**src/rtl/uart_rx.sv**
```systemverilog
// 8N1 UART receiver: synchronizes the serial line, samples each bit near its centre and
// presents good bytes with a one-cycle valid strobe; bad stop bits raise a framing strobe.
module uart_rx #(
  parameter int unsigned CLKS_PER_BIT = 217
) (
  input  logic       i_Clock,
  input  logic       i_Rst_L,
  input  logic       i_RX_Serial,
  output logic       o_RX_DV,
  output logic [7:0] o_RX_Byte,
  output logic       o_RX_Active,
  output logic       o_RX_Frame_Err
);

  localparam int unsigned CntW = $clog2(CLKS_PER_BIT) + 1;
  localparam logic [CntW-1:0] HalfCnt = CntW'((CLKS_PER_BIT - 1) / 2);
  localparam logic [CntW-1:0] FullCnt = CntW'(CLKS_PER_BIT - 1);

  typedef enum logic [2:0] {
    StIdle,
    StStart,
    StData,
    StStop,
    StBreakWait
  } state_e;

  state_e          state_q, state_d;
  logic [CntW-1:0] cnt_q, cnt_d;
  logic [2:0]      idx_q, idx_d;
  logic [7:0]      shift_q, shift_d;
  logic [7:0]      byte_q, byte_d;
  logic            dv_q, dv_d;
  logic            ferr_q, ferr_d;
  logic            rx_meta_q, rx_sync_q;

  // Synchronizer resets to the idle (high) line level.
  always_ff @(posedge i_Clock or negedge i_Rst_L) begin
    if (!i_Rst_L) begin
      rx_meta_q <= 1'b1;
      rx_sync_q <= 1'b1;
      state_q   <= StIdle;
      cnt_q     <= '0;
      idx_q     <= '0;
      shift_q   <= '0;
      byte_q    <= '0;
      dv_q      <= 1'b0;
      ferr_q    <= 1'b0;
    end else begin
      rx_meta_q <= i_RX_Serial;
      rx_sync_q <= rx_meta_q;
      state_q   <= state_d;
      cnt_q     <= cnt_d;
      idx_q     <= idx_d;
      shift_q   <= shift_d;
      byte_q    <= byte_d;
      dv_q      <= dv_d;
      ferr_q    <= ferr_d;
    end
  end

  always_comb begin
    state_d = state_q;
    cnt_d   = cnt_q;
    idx_d   = idx_q;
    shift_d = shift_q;
    byte_d  = byte_q;
    dv_d    = 1'b0;
    ferr_d  = 1'b0;
    unique case (state_q)
      StIdle: begin
        cnt_d = '0;
        idx_d = '0;
        if (!rx_sync_q) state_d = StStart;
      end
      StStart: begin
        if (cnt_q == HalfCnt) begin
          cnt_d   = '0;
          // A line that is high again at mid-start was only a glitch.
          state_d = rx_sync_q ? StIdle : StData;
        end else begin
          cnt_d = cnt_q + CntW'(1);
        end
      end
      StData: begin
        if (cnt_q == FullCnt) begin
          cnt_d          = '0;
          shift_d[idx_q] = rx_sync_q;
          if (idx_q == 3'd7) begin
            idx_d   = '0;
            state_d = StStop;
          end else begin
            idx_d = idx_q + 3'd1;
          end
        end else begin
          cnt_d = cnt_q + CntW'(1);
        end
      end
      StStop: begin
        if (cnt_q == FullCnt) begin
          cnt_d = '0;
          if (rx_sync_q) begin
            byte_d  = shift_q;
            dv_d    = 1'b1;
            state_d = StIdle;
          end else begin
            ferr_d  = 1'b1;
            state_d = StBreakWait;
          end
        end else begin
          cnt_d = cnt_q + CntW'(1);
        end
      end
      StBreakWait: begin
        // Hold here through a break so a low line cannot spawn repeated frames.
        cnt_d = '0;
        if (rx_sync_q) state_d = StIdle;
      end
      default: state_d = StIdle;
    endcase
  end

  assign o_RX_DV        = dv_q;
  assign o_RX_Byte      = byte_q;
  assign o_RX_Frame_Err = ferr_q;
  assign o_RX_Active    = (state_q != StIdle) && (state_q != StBreakWait);

endmodule

```
**config.mk**
```make
export PLATFORM = sky130hd
export DESIGN_NAME = uart_rx
export DESIGN_NICKNAME = d
export VERILOG_FILES = /design/src/rtl/uart_rx.sv
export SDC_FILE = /design/constraint.sdc
export NUM_CORES = 1
export LEC_CHECK = 0
export BUFFER_PORTS_ARGS = -buffer_cell sky130_fd_sc_hd__buf_2
export CAP_MARGIN = 10
export CORE_ASPECT_RATIO = 0.6
export CORE_MARGIN = 10
export CORE_UTILIZATION = 40
export DETAILED_ROUTE_END_ITERATION = 16
export GPL_TIMING_DRIVEN = 1
export PLACE_DENSITY_LB_ADDON = 0.2
export SYNTH_ARGS = -nofsm -noshare
export SYNTH_HDL_FRONTEND = slang
export SYNTH_SLANG_ARGS = --single-unit
```
**constraint.sdc**
```tcl
create_clock -name i_Clock -period 4.9 [get_ports i_Clock]
set_input_delay 0.98 -clock i_Clock [delete_from_list [all_inputs] [get_ports i_Clock]]
set_output_delay 0.98 -clock i_Clock [all_outputs]
set_load 0.005 [all_outputs]
```
==> impl_metrics.ini, run 1 <==
[run_status]
status = complete, no violations

[detailed_routing]
first_iter_violations = 67
dr.pass1.iters = 4
wl_um = 3710
vias = 1306
antenna_left = 0
drc_errors = 0
vias_per_cell = 5.44
wl_per_cell_um = 15.4

[timing]
slew_violations = 0
finClkSkew_ns = 0.0120
min_period_over_period_pct = 46.0
max_freq_ghz = 0.444
finalCriticalPeriod_ns = 2.25
tns_ns = 0
tightest_slew_ns = 0.799
slew_headroom_pct = 46.7
setup_viol = 0
rsz0062_at_grt = false
finalHoldViolations = 0

[min_path]
whs_endpoint = rx_sync_q$_DFF_PN1_
hold_depth = 0
hp-class = register to register
worstHoldStart = rx_meta_q$_DFF_PN1_

[power_and_ir_drop]
power_switching_uw = 107
clkPwrFrac_pct = 41.2
peakVddDrop_mv = 0.117
combPwrFrac_pct = 1.3
power_uw = 508
p_seq_share_pct = 57.5
power.leakage_uw = 0.000886
power_density_mw_per_mm2 = 256
swShare_pct = 21.0
p_int_uw = 401

[setup_path]
crit_path_max_fanout = 13
crit_path_end_kind = output port
worstRegToRegCells = 6
required_ns = 3.92
cp.buffers_inverters = 2
cp_top_family = flip-flops
crit_type = register to output port
reg2reg_slack_ns = 3.02
cp_slowest_stage_delay_ns = 0.57
startpoint_type = register
r2r_end = shift_q[2]$_DFFE_PN0P_
crit_slowest_cell = dfrtp_1
worstPathArrival_ns = 1.27
cp_cell_sequence = inv_1 > nand2_1 > buf_2
timing.rr.start = cnt_q[0]$_DFFE_PN0P_
cp-startpoint = state_q[1]$_DFFE_PN0P_

[clock_tree]
cts_tree = done
cts_root_buf = clkbuf_8
cts_buffer_depth = 2
cts_setup_buffers = 0
cts_resized = 0
numCtsBuffers = 5
htree_levels = 2
clk_pin_slew_ns = 0.07
cts-hold-fix-buffers = 0
clk_latency_ns = 0.29
cts.sinks = 35

[floorplan]
die_y_um = 71.9
dieWidth_um = 106
coreArea_mm2 = 0.00421
rows = 18
fp.dieArea_mm2 = 0.00766
start_util_pct = 42.6
io_pins = 14

[synthesis]
ys_types = 44
syn-num-nets = 175
synth_area_leaders = dfrtp_1 46%, mux2_2 11%, nand2_1 4.0%, nand3_1 3.1%, dfstp_2 2.9%
synth.area.mux_share_pct = 13.2
netlist.area_leader.share_pct = 46.0
avgSynthCellArea_um2 = 10.7
synth_compound_area_share_pct = 11.0
synth_adder_area_share_pct = 2.79
synth_xor_area_share_pct = 0
yosysSeqAreaShare_pct = 48.9
synth_area_mm2 = 0.00180
synth_edf_count = 0
synth-simple-area-share_pct = 20.2
ys_seq_elements = 35
ys_warn_count = 0
synth_top_family_by_area = simple AND/OR/NAND/NOR gates
syn_inst = 168
yosys.area.top_type = dfrtp_1
synth_ff_type = dfrtp_1
async_flop_share_pct = 100

[final_layout]
drive_above_1_share_pct = 27.8
nNetsFinal = 187
n_antenna_cell = 0
area_growth_pct = 10.5
num-fill-cells = 392

[global_route]
antenna_found_initial = 0
grt_max_degree = 36
grt-ovfl-total = 0
track_usage_pct = 10.4
grt_first_pass_wirelength_um = 6430
grt_pass1_vias = 1293

[placed_design]
numPortBuffers = 13
hpwl_um = 2670
routabilityCongestion = 0.790

[job]
cap_violations = 0
-- registers in the layout, indices dropped and copies added, names as in the netlist --
signal	cells
cnt_q	9
o_RX_Byte	8
shift_q	8
idx_q	3
state_q	3
o_RX_DV	1
o_RX_Frame_Err	1
rx_meta_q	1
rx_sync_q	1
-- area by class of cell --
type                            instances  area, µm²  area share, %
Multi-Input combinational cell        117        847           42.7
Clock buffer                            6       82.6           4.16
Tap cell                               60       75.1           3.79
Timing Repair Buffer                   13       65.1           3.28
Inverter                                8       30.0           1.51
Sequential cell                        35        878           44.3
Clock inverter                          1       5.00          0.252
-- cells in the final DEF, fill, tap and decap left out, drive strengths merged, types with 3 or more instances in the layout --
master and n:
dfrtp 33, nand2 20, mux2 18, buf 13
nand3 11, o21ai 9, nor2 9, inv 8
clkbuf 6, nor3 5, nor4 4, ha 4
o211ai 3, a21oi 3, mux2i 3
-- per-layer routing --
metal / share of wire [%] / vias to the layer above / track usage, %
met5: 0 / - / 0
met2: 44 / 34 / 15.3
li1: - / 631 / -
met1: 49 / 636 / 13.8
met3: 5.0 / 5 / 2.82
met4: 1.6 / 0 / 5.08
-- Yosys cell counts, types with 3 or more instances --
| cell | count |
|---|---|
| a21oi_1 | 3 |
| buf_2 | 5 |
| dfrtp_1 | 33 |
| ha_1 | 4 |
| inv_1 | 8 |
| mux2_2 | 17 |
| mux2i_1 | 3 |
| nand2_1 | 19 |
| nand3_1 | 11 |
| nor2_1 | 7 |
| nor3_1 | 5 |
| nor4_1 | 4 |
| o211ai_1 | 3 |
| o21ai_0 | 8 |
-- per-stage QoR --
step / cell area [µm²] / setup slack, ns / std cells / utilization (%) / hold slack, ns
after floorplan: 1800 / 3.13 / 168 / - / 0.345
after detailed placement: 1900 / 2.98 / 233 / 45.0 / 0.348
after CTS: 1980 / 2.65 / 240 / 47.1 / 0.358
after global placement: 1900 / 3.02 / 233 / 45.0 / 0.346
after global routing: 1980 / 2.52 / 240 / 47.1 / 0.363
final: 1980 / 2.65 / 240 / 47.1 / 0.356
-- logic make-up (layout without fill, tap and decap cells) --
group,count (synthesis),after routing
AND/OR/NAND/NOR,64,64
adder cells (fa/ha/maj),4,4
flip-flops,35,35
buffers and inverters,16,28
multiplexers,21,21
AO/OA/AOI/OAI,28,28
-- power groups by stage --
stage               combinational (µW)  clock, µW  sequential [µW]
global route                      7.77        228              292
floorplan                         1.14          0              296
finish                            6.56        209              292
detailed placement                7.05          0              297
global placement                  6.71          0              297
CTS                               7.04        217              292
-- worst max-delay path by stage --
stage,cells after the start,endpoint
5_1_grt,3,o_RX_Active
4_1_cts,3,o_RX_Active
3_3_place_gp,3,o_RX_Active
6_report,3,o_RX_Active
2_1_floorplan,7,shift_q[2]$_DFFE_PN0P_
3_5_place_dp,3,o_RX_Active
No activity file was read; power rests on OpenSTA's default activity.
==> inputs of run 2 (changes only) <==
Settings changed: ABC_AREA set to 1.
Clock period 4.9 ns to 1.95 ns, I/O delays scaled along.
==> run 2 against run 1 <==
Net effect: register-to-register slack got worse by 2.7 ns; via count increased by 17%; cell area increased by 9.8%; critical path type is now register to register; clock-buffer cell count unchanged; highest routed layer unchanged; critical endpoint is now o_RX_Byte[4]$_DFFE_PN0P_.
==> impl_metrics.ini, run 2 <==
[global_route]
grt-ovfl-total = 0
track_usage_pct = 11.0
antenna_found_initial = 0
grt_max_degree = 36
grt_first_pass_wirelength_um = 6900
grt_pass1_vias = 1389

[setup_path]
reg2reg_slack_ns = 0.32
timing.rr.start = cnt_q[0]$_DFFE_PN0P_
cp-startpoint = cnt_q[0]$_DFFE_PN0P_
cp_top_family = simple AND/OR/NAND/NOR gates
crit_type = register to register
startpoint_type = register
crit_path_max_fanout = 9
worstPathArrival_ns = 1.83
crit_path_end_kind = register
cp_cell_sequence = inv_1 > ha_1 > nand2_1 > nor2_4 > nand2_4 > nor3_4 > nand2_1 > o21ai_1
crit_slowest_cell = dfrtp_1
cp.buffers_inverters = 1
required_ns = 2.15
cpMostUsedCell = nand2_1
crit_path_end = o_RX_Byte[4]$_DFFE_PN0P_
critical_path_cell_count = 8
worstRegToRegCells = 8
r2r_end = o_RX_Byte[4]$_DFFE_PN0P_
cp_slowest_stage_delay_ns = 0.41

[clock_tree]
cts_root_buf = clkbuf_8
clk_latency_ns = 0.28
cts.sinks = 35
cts_setup_buffers = 0
cts_buffer_depth = 2
clk_pin_slew_ns = 0.07
cts-hold-fix-buffers = 0
cts_resized = 0
numCtsBuffers = 5
htree_levels = 2
cts_tree = done

[synthesis]
synth-simple-area-share_pct = 34.4
synth_area_leaders = dfrtp_1 43%, nand2_1 16%, inv_1 6.9%, nand3_1 6.3%, o21ai_1 4.7%
yosysSeqAreaShare_pct = 46.0
avgSynthCellArea_um2 = 7.73
ys_seq_elements = 35
yosys.area.top_type = dfrtp_1
ys_types = 24
netlist.area_leader.share_pct = 43.3
synth_area_mm2 = 0.00191
synth_adder_area_share_pct = 2.62
async_flop_share_pct = 100
synth_ff_type = dfrtp_1
synth_xor_area_share_pct = 0.459
yosys.cell_count.top_type = nand2_1
ys_warn_count = 0
syn-num-nets = 254
synthTopCellsByCount = 80 x nand2_1, 35 x inv_1, 33 x dfrtp_1
synth_top_family_by_area = simple AND/OR/NAND/NOR gates
synth_edf_count = 0
synth.area.mux_share_pct = 0
synth_compound_area_share_pct = 7.67
syn_inst = 247

[floorplan]
dieWidth_um = 109
io_pins = 14
rows = 19
fp.dieArea_mm2 = 0.00802
start_util_pct = 41.6
coreArea_mm2 = 0.00459
die_y_um = 73.5

[job]
cap_violations = 0

[detailed_routing]
first_iter_violations = 124
wl_per_cell_um = 12.4
wl_met3_um = 300
drc_errors = 0
top_layer = met4
vias_per_cell = 4.64
wl_um = 4070
vias = 1527
antenna_left = 0
wl_met1_um = 2300
routed-wl-met2_um = 1420
dr.pass1.iters = 4

[timing]
slew_violations = 0
setup_viol = 0
tightest_slew_ns = 0.537
finalCriticalPeriod_ns = 1.63
tns_ns = 0
finClkSkew_ns = 0.00348
max_freq_ghz = 0.613
slew_headroom_pct = 64.2
finalHoldViolations = 0
min_period_over_period_pct = 83.6
rsz0062_at_grt = false

[final_layout]
regMostFlops = cnt_q
area_growth_pct = 14.2
num-fill-cells = 459
largest_reg_flops = 9
drive_above_1_share_pct = 15.0
n_antenna_cell = 0
final_cell_mix = 80 x nand2_1, 35 x inv_1, 33 x dfrtp_1
nNetsFinal = 272
layout_commonest_cell = nand2_1

[placed_design]
numPortBuffers = 13
hpwl_um = 3040
routabilityCongestion = 0.841

[power_and_ir_drop]
power.leakage_uw = 0.00116
power_uw = 1430
power_density_mw_per_mm2 = 657
peakVddDrop_mv = 0.364

[min_path]
hp-class = primary input to asynchronous set/reset pin

[run_status]
status = complete, no violations
[run 2: changes by cell type in the layout (fill, tap and decap cells not counted), moves of 4 or more]
cell,before,now
o21ai_0,8,4
nor4_1,4,0
nand3b_1,0,4
mux2_2,17,0
nand3_1,11,24
inv_1,8,35
nand2_1,19,80
nor2_1,7,15
o21ai_1,1,18
nor3_1,5,0
[run 2: area by class of cell]
class / count / area, µm² / share of cell area, %
clock buffers: 6 / 82.6 / 3.79
clock inverters: 2 / 35.0 / 1.61
inverters: 38 / 143 / 6.55
multi-input cells: 169 / 861 / 39.5
flip-flops and latches: 35 / 878 / 40.3
well taps: 63 / 78.8 / 3.62
repair buffers: 16 / 100 / 4.60
[run 2: how the worst min path moves through the flow]
stage                             start                       end  slack (ns)  depth (start not counted)
finish                          i_Rst_L      cnt_q[3]$_DFFE_PN0P_        0.05                          2
CTS                             i_Rst_L  o_RX_Byte[6]$_DFFE_PN0P_        0.06                          2
floorplan                       i_Rst_L      cnt_q[0]$_DFFE_PN0P_        0.09                          0
detailed placement  rx_meta_q$_DFF_PN1_       rx_sync_q$_DFF_PN1_        0.35                          0
global placement    rx_meta_q$_DFF_PN1_       rx_sync_q$_DFF_PN1_        0.35                          0
global route                    i_Rst_L  o_RX_Byte[2]$_DFFE_PN0P_        0.07                          2
[run 2: metal layers]
metal,vias to the layer above,track usage (%)
met5,-,0
met4,0,3.06
li1,814,-
met1,674,17.4
met2,35,13.0
met3,4,3.58
[run 2: report_power, final]
group	internal (µW)	leakage (µW)	switching (µW)	total, µW
Clock	414	0.0000612	261	674
Sequential	729	0.000467	0.901	730
Combinational	6.37	0.000628	20.6	27.0
Total	1150	0.00116	282	1430
[run 2: kinds of logic after synthesis]
| kind of cell | count (synthesis) |
|---|---|
| AND/OR/NAND/NOR | 136 |
| buffers and inverters | 43 |
| AO/OA/AOI/OAI | 28 |
| flip-flops | 35 |
| XOR/XNOR | 1 |
| adder cells (fa/ha/maj) | 4 |
[run 2: through the flow]
| step | area, µm² | hold WS, ns | worst slack (ns) | utilization (%) | cells |
|---|---|---|---|---|---|
| after floorplan | 1910 | 0.0944 | 0.568 | - | 247 |
| after global placement | 2060 | 0.346 | 0.385 | 44.9 | 321 |
| after detailed placement | 2060 | 0.353 | 0.314 | 44.9 | 321 |
| after CTS | 2180 | 0.0575 | 0.310 | 47.5 | 329 |
| after global routing | 2180 | 0.0665 | 0.136 | 47.5 | 329 |
| final | 2180 | 0.0460 | 0.319 | 47.5 | 329 |
==> inputs of run 3 (changes only) <==
Clock period 1.95 ns to 1.65 ns, I/O delays scaled along.
==> run 3 against run 2 <==
Net effect: combinational power grew 34%; sequential power grew 18%; die area is the same; clock skew grew 0.0033 ns; largest power group unchanged; critical path depth grew 1; cell area grew 4.4%; maximum frequency grew 7.2%.
==> impl_metrics.ini, run 3 (synthesis results as in run 2) <==
[global_route]
track_usage_pct = 11.7
grt-ovfl-total = 0
grt_first_pass_wirelength_um = 7250
grt_pass1_vias = 1485
grt_max_degree = 21
busiest_layer = met1
met1_usage_pct = 17.7
antenna_found_initial = 0
globalRouteMet2Util_pct = 14.8
use_met3_pct = 3.76

[floorplan]
die_y_um = 73.5
coreArea_mm2 = 0.00459
io_pins = 14
rows = 19
fp.dieArea_mm2 = 0.00802
dieWidth_um = 109
start_util_pct = 41.6

[final_layout]
seq_area_um2 = 878
final_cell_mix = 78 x nand2_1, 34 x inv_1, 33 x dfrtp_1
n_antenna_cell = 0
layout_commonest_cell = nand2_1
nNetsFinal = 280
design_area_mm2 = 0.00227
area_growth_pct = 19.1
regMostFlops = cnt_q
final_core_utilization_pct = 49.6
multi_input_area_um2 = 873
num-fill-cells = 438
largest_reg_flops = 9
drive_above_1_share_pct = 19.0

[run_status]
status = complete, no violations

[detailed_routing]
wl_um = 4120
vias_per_cell = 4.63
dr.pass1.iters = 4
first_iter_violations = 110
antenna_left = 0
vias = 1561
wl_per_cell_um = 12.2
drc_errors = 0

[clock_tree]
cts.sinks = 35
cts_buffer_depth = 2
cts_tree = done
clk_pin_slew_ns = 0.07
htree_levels = 2
clk_latency_ns = 0.29
cts_root_buf = clkbuf_8
numCtsBuffers = 5

[timing]
rsz0062_at_grt = false
tightest_slew_ns = 0.455
finalCriticalPeriod_ns = 1.52
finalHoldViolations = 0
max_freq_ghz = 0.657
finClkSkew_ns = 0.00682
setup_viol = 0
slew_headroom_pct = 69.6
slew_violations = 0
tns_ns = 0
min_period_over_period_pct = 92.2

[min_path]
hold_depth = 1
hp-class = primary input to register
whs_endpoint = rx_meta_q$_DFF_PN1_
worstHoldStart = i_RX_Serial

[setup_path]
worstRegToRegCells = 9
r2r_end = o_RX_Byte[4]$_DFFE_PN0P_
crit_path_end_kind = register
worstPathArrival_ns = 1.73
cp_slowest_stage_delay_ns = 0.43
cp_cell_sequence = inv_1 > ha_1 > nand2_2 > nor2_4 > nand2_4 > nor3_4 > buf_12 > nand2_1 > o21ai_1
required_ns = 1.86
crit_path_max_fanout = 9
crit_slowest_cell = dfrtp_1
crit_type = register to register
reg2reg_slack_ns = 0.13
timing.rr.start = cnt_q[1]$_DFFE_PN0P_
startpoint_type = register

[power_and_ir_drop]
power_density_mw_per_mm2 = 740
peakVddDrop_mv = 0.383
power.leakage_uw = 0.00120

[placed_design]
routabilityCongestion = 0.862
numPortBuffers = 13
hpwl_um = 3220
dpl_cell_area_mm2 = 0.00209

[job]
cap_violations = 0
run 3: stage by stage:
step	total power, µW	cells	setup slack (ns)	hold WS [ns]
4_1_cts	1700	334	0.0404	0.127
5_1_grt	1740	337	0.00150	0.121
6_report	1680	337	0.128	0.138
3_5_place_dp	916	325	0.0359	0.288
3_3_place_gp	915	325	0.0745	0.289
2_1_floorplan	886	247	0.268	0.0344
run 3: worst max-delay path, delay by kind of cell (launching register included):
kind,cells,cell delay (ns)
AO/OA/AOI/OAI,1,0.08
adder cells (fa/ha/maj),1,0.15
buffers and inverters,2,0.23
flip-flops,1,0.43
AND/OR/NAND/NOR,5,0.56
run 3: power breakdown:
group	switching [µW]	total (µW)	internal (µW)
registers	0.801	862	861
clock network	334	784	450
logic	25.8	36.2	10.3
run 3: area by class of cell:
type	instances	area share (%)
Clock buffer	5	3.03
Clock inverter	3	1.93
Inverter	38	6.27
Multi-Input combinational cell	169	38.4
Sequential cell	35	38.6
Tap cell	63	3.47
Timing Repair Buffer	24	8.26
run 3: what timing repair did:
action	in CTS	in global routing
setup buffers	0	3
endpoints found under the hold margin	15	0
setup endpoints to repair	0	25
resized for setup	0	5
hold buffers	1	0
run 3: worst max-delay path by stage:
stage | cells past startpoint | end | slack (ns) | start
finish | 9 | o_RX_Byte[4]$_DFFE_PN0P_ | 0.13 | cnt_q[1]$_DFFE_PN0P_
detailed placement | 8 | o_RX_Byte[7]$_DFFE_PN0P_ | 0.04 | cnt_q[0]$_DFFE_PN0P_
global route | 9 | o_RX_Byte[7]$_DFFE_PN0P_ | 0.002 | cnt_q[0]$_DFFE_PN0P_
global placement | 8 | o_RX_Byte[4]$_DFFE_PN0P_ | 0.07 | cnt_q[0]$_DFFE_PN0P_
CTS | 8 | o_RX_Byte[7]$_DFFE_PN0P_ | 0.04 | cnt_q[0]$_DFFE_PN0P_
floorplan | 9 | shift_q[1]$_DFFE_PN0P_ | 0.27 | cnt_q[0]$_DFFE_PN0P_
run 3: metal layers:
metal,up-vias,part of all wire [%]
li1,832,-
met1,700,58
met2,25,36
met3,4,5.6
met4,0,1.1
met5,-,0
